[src/rtl/operand_read_pkg.sv]
// Shared types and sizing for the operand-fetch sequencer.
package operand_read_pkg;

   localparam int REG_COUNT = 8;
   localparam int REG_IDX_W = 3;

   typedef enum logic [1:0] {
      IDLE   = 2'd0,
      READ_A = 2'd1,
      READ_B = 2'd2,
      DONE   = 2'd3
   } state_t;

endpackage

[src/rtl/operand_read_reg_mux8.sv]
// Combinational 8:1 register-file read select.
module reg_mux8
   import operand_read_pkg::*;
#(
   parameter int WIDTH = 16
) (
   input  logic [WIDTH-1:0]     reg0,
   input  logic [WIDTH-1:0]     reg1,
   input  logic [WIDTH-1:0]     reg2,
   input  logic [WIDTH-1:0]     reg3,
   input  logic [WIDTH-1:0]     reg4,
   input  logic [WIDTH-1:0]     reg5,
   input  logic [WIDTH-1:0]     reg6,
   input  logic [WIDTH-1:0]     reg7,
   input  logic [REG_IDX_W-1:0] sel,
   output logic [WIDTH-1:0]     dout
);

   always_comb begin
      dout = reg0;
      case (sel)
         3'd0: dout = reg0;
         3'd1: dout = reg1;
         3'd2: dout = reg2;
         3'd3: dout = reg3;
         3'd4: dout = reg4;
         3'd5: dout = reg5;
         3'd6: dout = reg6;
         3'd7: dout = reg7;
         default: dout = reg0;
      endcase
   end

endmodule

[src/rtl/operand_read.sv]
// Operand-fetch sequencer: reads Rn into A, then Rm into B, then pulses done.
// Optional macro READ_FWD_EN: capture write-port data when it targets readnum.
//
// state  | meaning
// IDLE   | waiting for start
// READ_A | readnum = rn, A captured at end of cycle
// READ_B | readnum = rm, B captured at end of cycle
// DONE   | done pulse, A/B valid; start here chains the next fetch
module operand_read
   import operand_read_pkg::*;
#(
   parameter int WIDTH = 16
) (
   input  logic                 clk,
   input  logic                 rst_n,
   input  logic                 start,
   input  logic [REG_IDX_W-1:0] rn,
   input  logic [REG_IDX_W-1:0] rm,
   input  logic                 single,
   input  logic [WIDTH-1:0]     reg0,
   input  logic [WIDTH-1:0]     reg1,
   input  logic [WIDTH-1:0]     reg2,
   input  logic [WIDTH-1:0]     reg3,
   input  logic [WIDTH-1:0]     reg4,
   input  logic [WIDTH-1:0]     reg5,
   input  logic [WIDTH-1:0]     reg6,
   input  logic [WIDTH-1:0]     reg7,
   input  logic                 fwd_write,
   input  logic [REG_IDX_W-1:0] fwd_writenum,
   input  logic [WIDTH-1:0]     fwd_data,
   output logic [REG_IDX_W-1:0] readnum,
   output logic [WIDTH-1:0]     A,
   output logic [WIDTH-1:0]     B,
   output logic                 busy,
   output logic                 done
);

   state_t               state_q, state_d;
   logic [REG_IDX_W-1:0] rm_q;
   logic                 single_q;
   logic                 accept;
   logic [WIDTH-1:0]     mux_data;
   logic [WIDTH-1:0]     cap_data;

   reg_mux8 #(.WIDTH(WIDTH)) u_mux (
      .reg0 (reg0),
      .reg1 (reg1),
      .reg2 (reg2),
      .reg3 (reg3),
      .reg4 (reg4),
      .reg5 (reg5),
      .reg6 (reg6),
      .reg7 (reg7),
      .sel  (readnum),
      .dout (mux_data)
   );

`ifdef READ_FWD_EN
   assign cap_data = (fwd_write && (fwd_writenum == readnum)) ? fwd_data : mux_data;
`else
   // Write port is not observed; the controller keeps reads and writes apart.
   assign cap_data = mux_data;
   logic unused_fwd;
   assign unused_fwd = &{1'b0, fwd_write, fwd_writenum, fwd_data};
`endif

   assign accept = start && ((state_q == IDLE) || (state_q == DONE));

   always_comb begin
      state_d = state_q;
      case (state_q)
         IDLE:    if (start) state_d = READ_A;
         READ_A:  state_d = single_q ? DONE : READ_B;
         READ_B:  state_d = DONE;
         DONE:    state_d = start ? READ_A : IDLE;
         default: state_d = IDLE;
      endcase
   end

   always_ff @(posedge clk or negedge rst_n) begin
      if (!rst_n) begin
         state_q <= IDLE;
      end else begin
         state_q <= state_d;
      end
   end

   // readnum doubles as the latched rn; it moves to rm only when B is needed.
   always_ff @(posedge clk or negedge rst_n) begin
      if (!rst_n) begin
         readnum  <= '0;
         rm_q     <= '0;
         single_q <= 1'b0;
         A        <= '0;
         B        <= '0;
      end else begin
         if (accept) begin
            readnum  <= rn;
            rm_q     <= rm;
            single_q <= single;
         end
         if (state_q == READ_A) begin
            A <= cap_data;
            if (!single_q) readnum <= rm_q;
         end
         if (state_q == READ_B) begin
            B <= cap_data;
         end
      end
   end

   assign busy = (state_q == READ_A) || (state_q == READ_B);
   assign done = (state_q == DONE);

endmodule

[config.mk]
export PLATFORM = sky130hd
export DESIGN_NAME = operand_read
export DESIGN_NICKNAME = d
export VERILOG_FILES = /design/src/rtl/operand_read_pkg.sv /design/src/rtl/operand_read_reg_mux8.sv /design/src/rtl/operand_read.sv
export SDC_FILE = /design/constraint.sdc
export NUM_CORES = 1
export LEC_CHECK = 0
export CORE_MARGIN = 1
export CORE_UTILIZATION = 39
export DETAILED_ROUTE_END_ITERATION = 6
export PLACE_DENSITY = 0.92
export SLEW_MARGIN = 20
export SYNTH_ARGS = -nofsm -noshare
export SYNTH_HDL_FRONTEND = slang
export SYNTH_SLANG_ARGS = --single-unit
[constraint.sdc]
create_clock -name clk -period 3.27 [get_ports clk]
set_input_delay 0.654 -clock clk [delete_from_list [all_inputs] [get_ports clk]]
set_output_delay 0.654 -clock clk [all_outputs]
set_load 0.01 [all_outputs]
Yosys cells after proc, flatten, opt, wreduce, memory -nomap -nowiden --
Cells that the tools add are included.
Storage, ports and cells: register bits after elaboration 41, latch bits 0, memory bits (writable) 0, memory bits (read-only) 0, logic and storage cells 30, memories kept 0
Operators by class: add/subtract/negate cells 0, multiply operators 0, divide/modulo/power cells 0, magnitude comparators 0, equality and inequality tests 11, shift-type cells 0, mux-type cells 8, bitwise operators 0, reduce and logical (&&, ||, !) cells 5
Operators by type and width (count):
- 16-bit one-hot mux with 8 select lines | 1
- 3-bit == test (second input constant) | 4
- 3-bit 2-to-1 mux | 3
- 2-bit one-hot mux with 4 select lines | 1
- 3-bit by 2-bit == test with 1-bit output (second input constant) | 2
- 2-bit == test (second input constant) | 2
- 3-bit by 1-bit == test with 1-bit output (second input constant) | 1
- 3-bit zero test | 1
- 2-bit by 1-bit == test with 1-bit output (second input constant) | 1
- 2-bit zero test | 1
- 1-bit logical OR | 2
- 1-bit 2-to-1 mux | 2
- 2-bit 2-to-1 mux | 1
- 2-bit != test (second input constant) | 1
- 1-bit logical AND | 1

Depth between registers and ports, before layout --
depth in word-level cells 6, gate-level depth with buffers 7, mapped depth without buffers 6

By module --
Synthesis repeated with hierarchy kept, for this count alone.
Unflattened totals: cells, all modules 285, area, all modules 2773.9 µm²
By module, submodules not included:
- operand_read | instances 1, cells each 108, area each 1659.1 µm², seq. area each 1026.0 µm²
- reg_mux8 | instances 1, cells each 177, area each 1114.8 µm², seq. area each 0.0 µm²

Worst setup path after synthesis --
No wires, ideal clock.
path type register -> register, start point reg state_q[0], end point reg rm_q[0], arrival time 1.421 ns, data required time 3.145 ns, setup slack 1.724 ns, stages on the path, launching flop included 6, cell sequence dfrtp_1 > inv_1 > ha_1 > nor2b_1 > buf_2 > mux2_2
On the way: cells in the longest elaborated chain, start to end 3
Ends and longest elaborated chain:
- from (decl) | line operand_read.sv:38 | state_t state_q, state_d;
- from (signal assigned) | line operand_read.sv:84 | state_q <= state_d;
- 2-bit == test or 2-bit zero test (tied branches) | line operand_read.sv:67 | assign accept = start && ((state_q == IDLE) || (state_q == DONE));
- 1-bit logical OR (*) | line operand_read.sv:67
- 1-bit logical AND (*) | line operand_read.sv:67
- to (signal assigned) | line operand_read.sv:99 | rm_q <= rm;
- to (decl) | line operand_read.sv:39 | logic [REG_IDX_W-1:0] rm_q;
Mark *: on every way between the ends. The rest lies on a longest branch, timed or not. A chain may end at the register's enable or synchronous reset.

Worst setup path in the final report --
start point reg state_q[0], end point out busy
On the way: cells in the longest elaborated chain, start to end 2
Ends and longest elaborated chain:
- 2-bit by 1-bit == test with 1-bit output or 2-bit == test (tied branches) | line operand_read.sv:112 | assign busy = (state_q == READ_A) || (state_q == READ_B);
- 1-bit logical OR (*) | line operand_read.sv:112
- to (decl) | line operand_read.sv:34 | output logic busy,
Marks and branches as above.

==> out/qor.yml <==
setup_path:
  end_kind: "primary output"
  worstRegToRegCells: 5
  cp_max_fo: 4
  cp_slowest_cell: "clkdlybuf4s50_1"
  path_cells: "inv_1, ha_1, clkdlybuf4s50_1"
  arrival_ns: 1.68
  r2r-start: "readnum[2]"
  slowest_delay_ns: 0.56
  crit_path_start_kind: "register"
  crit_required_ns: 2.62
  setup.worst_path.class: "reg2out"
  r2r_end: "B[4]"
  reg2reg_slack_ns: 1.19
sta:
  worst_slew_pin_slew_ns: 1.059
  clock_skew_ns: 0.008408
  rsz0062_at_grt: "no"
  timing.final.crit_share: 0.7149
  slew_violations: 0
  fmax_mhz: 427.7
  slew-limit-headroom: 0.2940
  tns_ns: 0
  setup_viol: 0
  setup_ws_ns: 0.9321
  hold_viol: 0
  hold_slack_ns: 0.4949
  layout_min_cycle_time_ns: 2.338
clock_tree:
  cts.sinks: 41
  numCtsBuffers: 5
  postCtsSetupRepairBufs: 0
  htreeDepth: 2
  cts_tree: "done"
  clockBufferDepth: 2
  clk_latency_ns: 0.29
  postCtsResizedCells: 0
  clockRootBuffer: "clkbuf_8"
  hold_buffers: 0
  clk_pin_slew_worst_paths_ns: 0.09
synthesis:
  synth.area.top_cells: "dfrtp_1, mux2i_1, o22ai_1"
  synth-seq-cells: 41
  yosys_warnings: 0
  ys_top_cells_by_count: "mux2i_1, o22ai_1, dfrtp_1"
  synthDistinctLibCells: 29
  syn_area_mm2: 0.002818
  synth_seq_area_share: 0.3641
  synth_most_common_cell: "mux2i_1"
  yosysTopAreaCell: "dfrtp_1"
  synth_enable_flop_cells: 0
  avgSynthCellArea_um2: 9.455
  ys.flop_type: "dfrtp_1"
  ys_async_sr_fraction: 1.000
  synthCells: 298
  yosysTopAreaCellShare: 0.3641
  syn-num-nets: 461
worst_hold_path:
  worstHoldPathType: "in2async"
drt:
  postRouteAntennaNets: 0
  drt-initial-drc-count: 117
  num_vias: 2967
  wl_per_cell_um: 17.40
  vias_per_cell: 5.336
  firstDrtPassIters: 4
  routed_wl_um: 9674
  drc: 0
die:
  core_mm2: 0.006869
  ios: 195
  rows: 30
  initial_core_util: 0.4102
  die_area_mm2: 0.007569
  die_h_um: 87
  die_x_um: 87
power_and_ir_drop:
  irDropWorstVdd_mv: 0.6510
  leakage_nw: 1.924
  p_per_area_mw_per_mm2: 859.0
  total_power_mw: 4.031
global_routing:
  grt_usage: 0.2529
  antenna_found_initial: 0
  grt_pass1_vias: 3073
  grt_max_degree: 42
  gr-total-overflow: 0
  grt_pass1_wl_um: 14790
flow_run:
  drv_cap: 0
placed_design:
  port_buffers: 174
  place_congestion: 0.8160
  dp_hpwl_um: 7687
  dpl_worst_slack_ns: 1.008
cells_and_area:
  multi_input_area_mm2: 0.001503
  ff_latch_area_mm2: 0.001027
  fillers: 540
  final_nets: 622
  drive_above_1_share: 0.07826
  syn_to_final_growth_pct: 66.56
  diodes: 0
status:
  status: "complete, no violations"
power by group:
group | switching (mW) | total (mW) | internal, mW
clock | 0.182 | 0.485 | 0.303
sequential | 0.162 | 0.932 | 0.770
combinational | 1.34 | 2.61 | 1.27
worst max-delay path: cells and delay by family (launching register included):
| family | cells | cell delay [ns] |
|---|---|---|
| adders and majority gates | 1 | 0.32 |
| buffers and inverters | 2 | 0.67 |
| DFF | 1 | 0.41 |
per-layer routing:
metal  global-route usage  vias to the layer above  routed length, µm
li1                     -                     1417                  -
met1               0.2650                     1397               3502
met2               0.4782                      128               5097
met3              0.06445                       25                724
met4               0.1015                        0                350
met5                    0                        -                  0
cell type report:
type	count	share of cell area
clock inverters	3	0.01386
flip-flops and latches	41	0.2189
repair buffers	178	0.3764
multi-input cells	195	0.3202
clock buffers	5	0.01466
well taps	96	0.02559
inverters	38	0.03039
state kept, by name (all words and copies together), names as in the netlist:
name / count
readnum: 3
state_q: 2
A: 16
single_q: 1
B: 16
rm_q: 3
cell usage in the layout, fill, tap and decap left out, types with 2 or more instances in the layout:
cell type and instances:
inv_1 37, nand2_1 4, bufinv_16 2, a21oi_2 7
clkdlybuf4s50_1 173, buf_4 4, o21ai_1 13, mux2i_1 49
nand2b_1 2, o22ai_1 47, nand3b_1 3, mux2_2 4
dfrtp_1 40, a2bb2oi_1 9, o21ai_0 26, clkbuf_8 5
a2bb2oi_2 6, ha_1 5, a21oi_1 10, nor2b_1 3
logic make-up after synthesis:
logic type	Yosys count	share of synthesized area
adders and majority gates	5	0.02220
muxes	53	0.1901
buffers and inverters	62	0.1026
DFF	41	0.3641
AOI/OAI and AO/OA	122	0.2891
and+or+nand+nor	15	0.03197
stage by stage:
| step | cell area (µm²) | utilization | cells |
|---|---|---|---|
| 4_1_cts | 4693 | 0.6832 | 556 |
| 6_report | 4693 | 0.6832 | 556 |
| 3_5_place_dp | 4559 | 0.6638 | 548 |
| 3_3_place_gp | 4559 | 0.6638 | 548 |
| 5_1_grt | 4693 | 0.6832 | 556 |
| 2_1_floorplan | 2818 | - | 298 |
worst max path at each step:
stage	startpoint	slack [ns]	to
floorplan	state_q[0]	1.72	rm_q[0]
global placement	start	1.03	rm_q[0]
detailed placement	start	1.01	single_q
CTS	state_q[0]	0.92	busy
global route	state_q[0]	0.83	busy
finish	state_q[0]	0.93	busy
(Power assumes the default switching activity.)
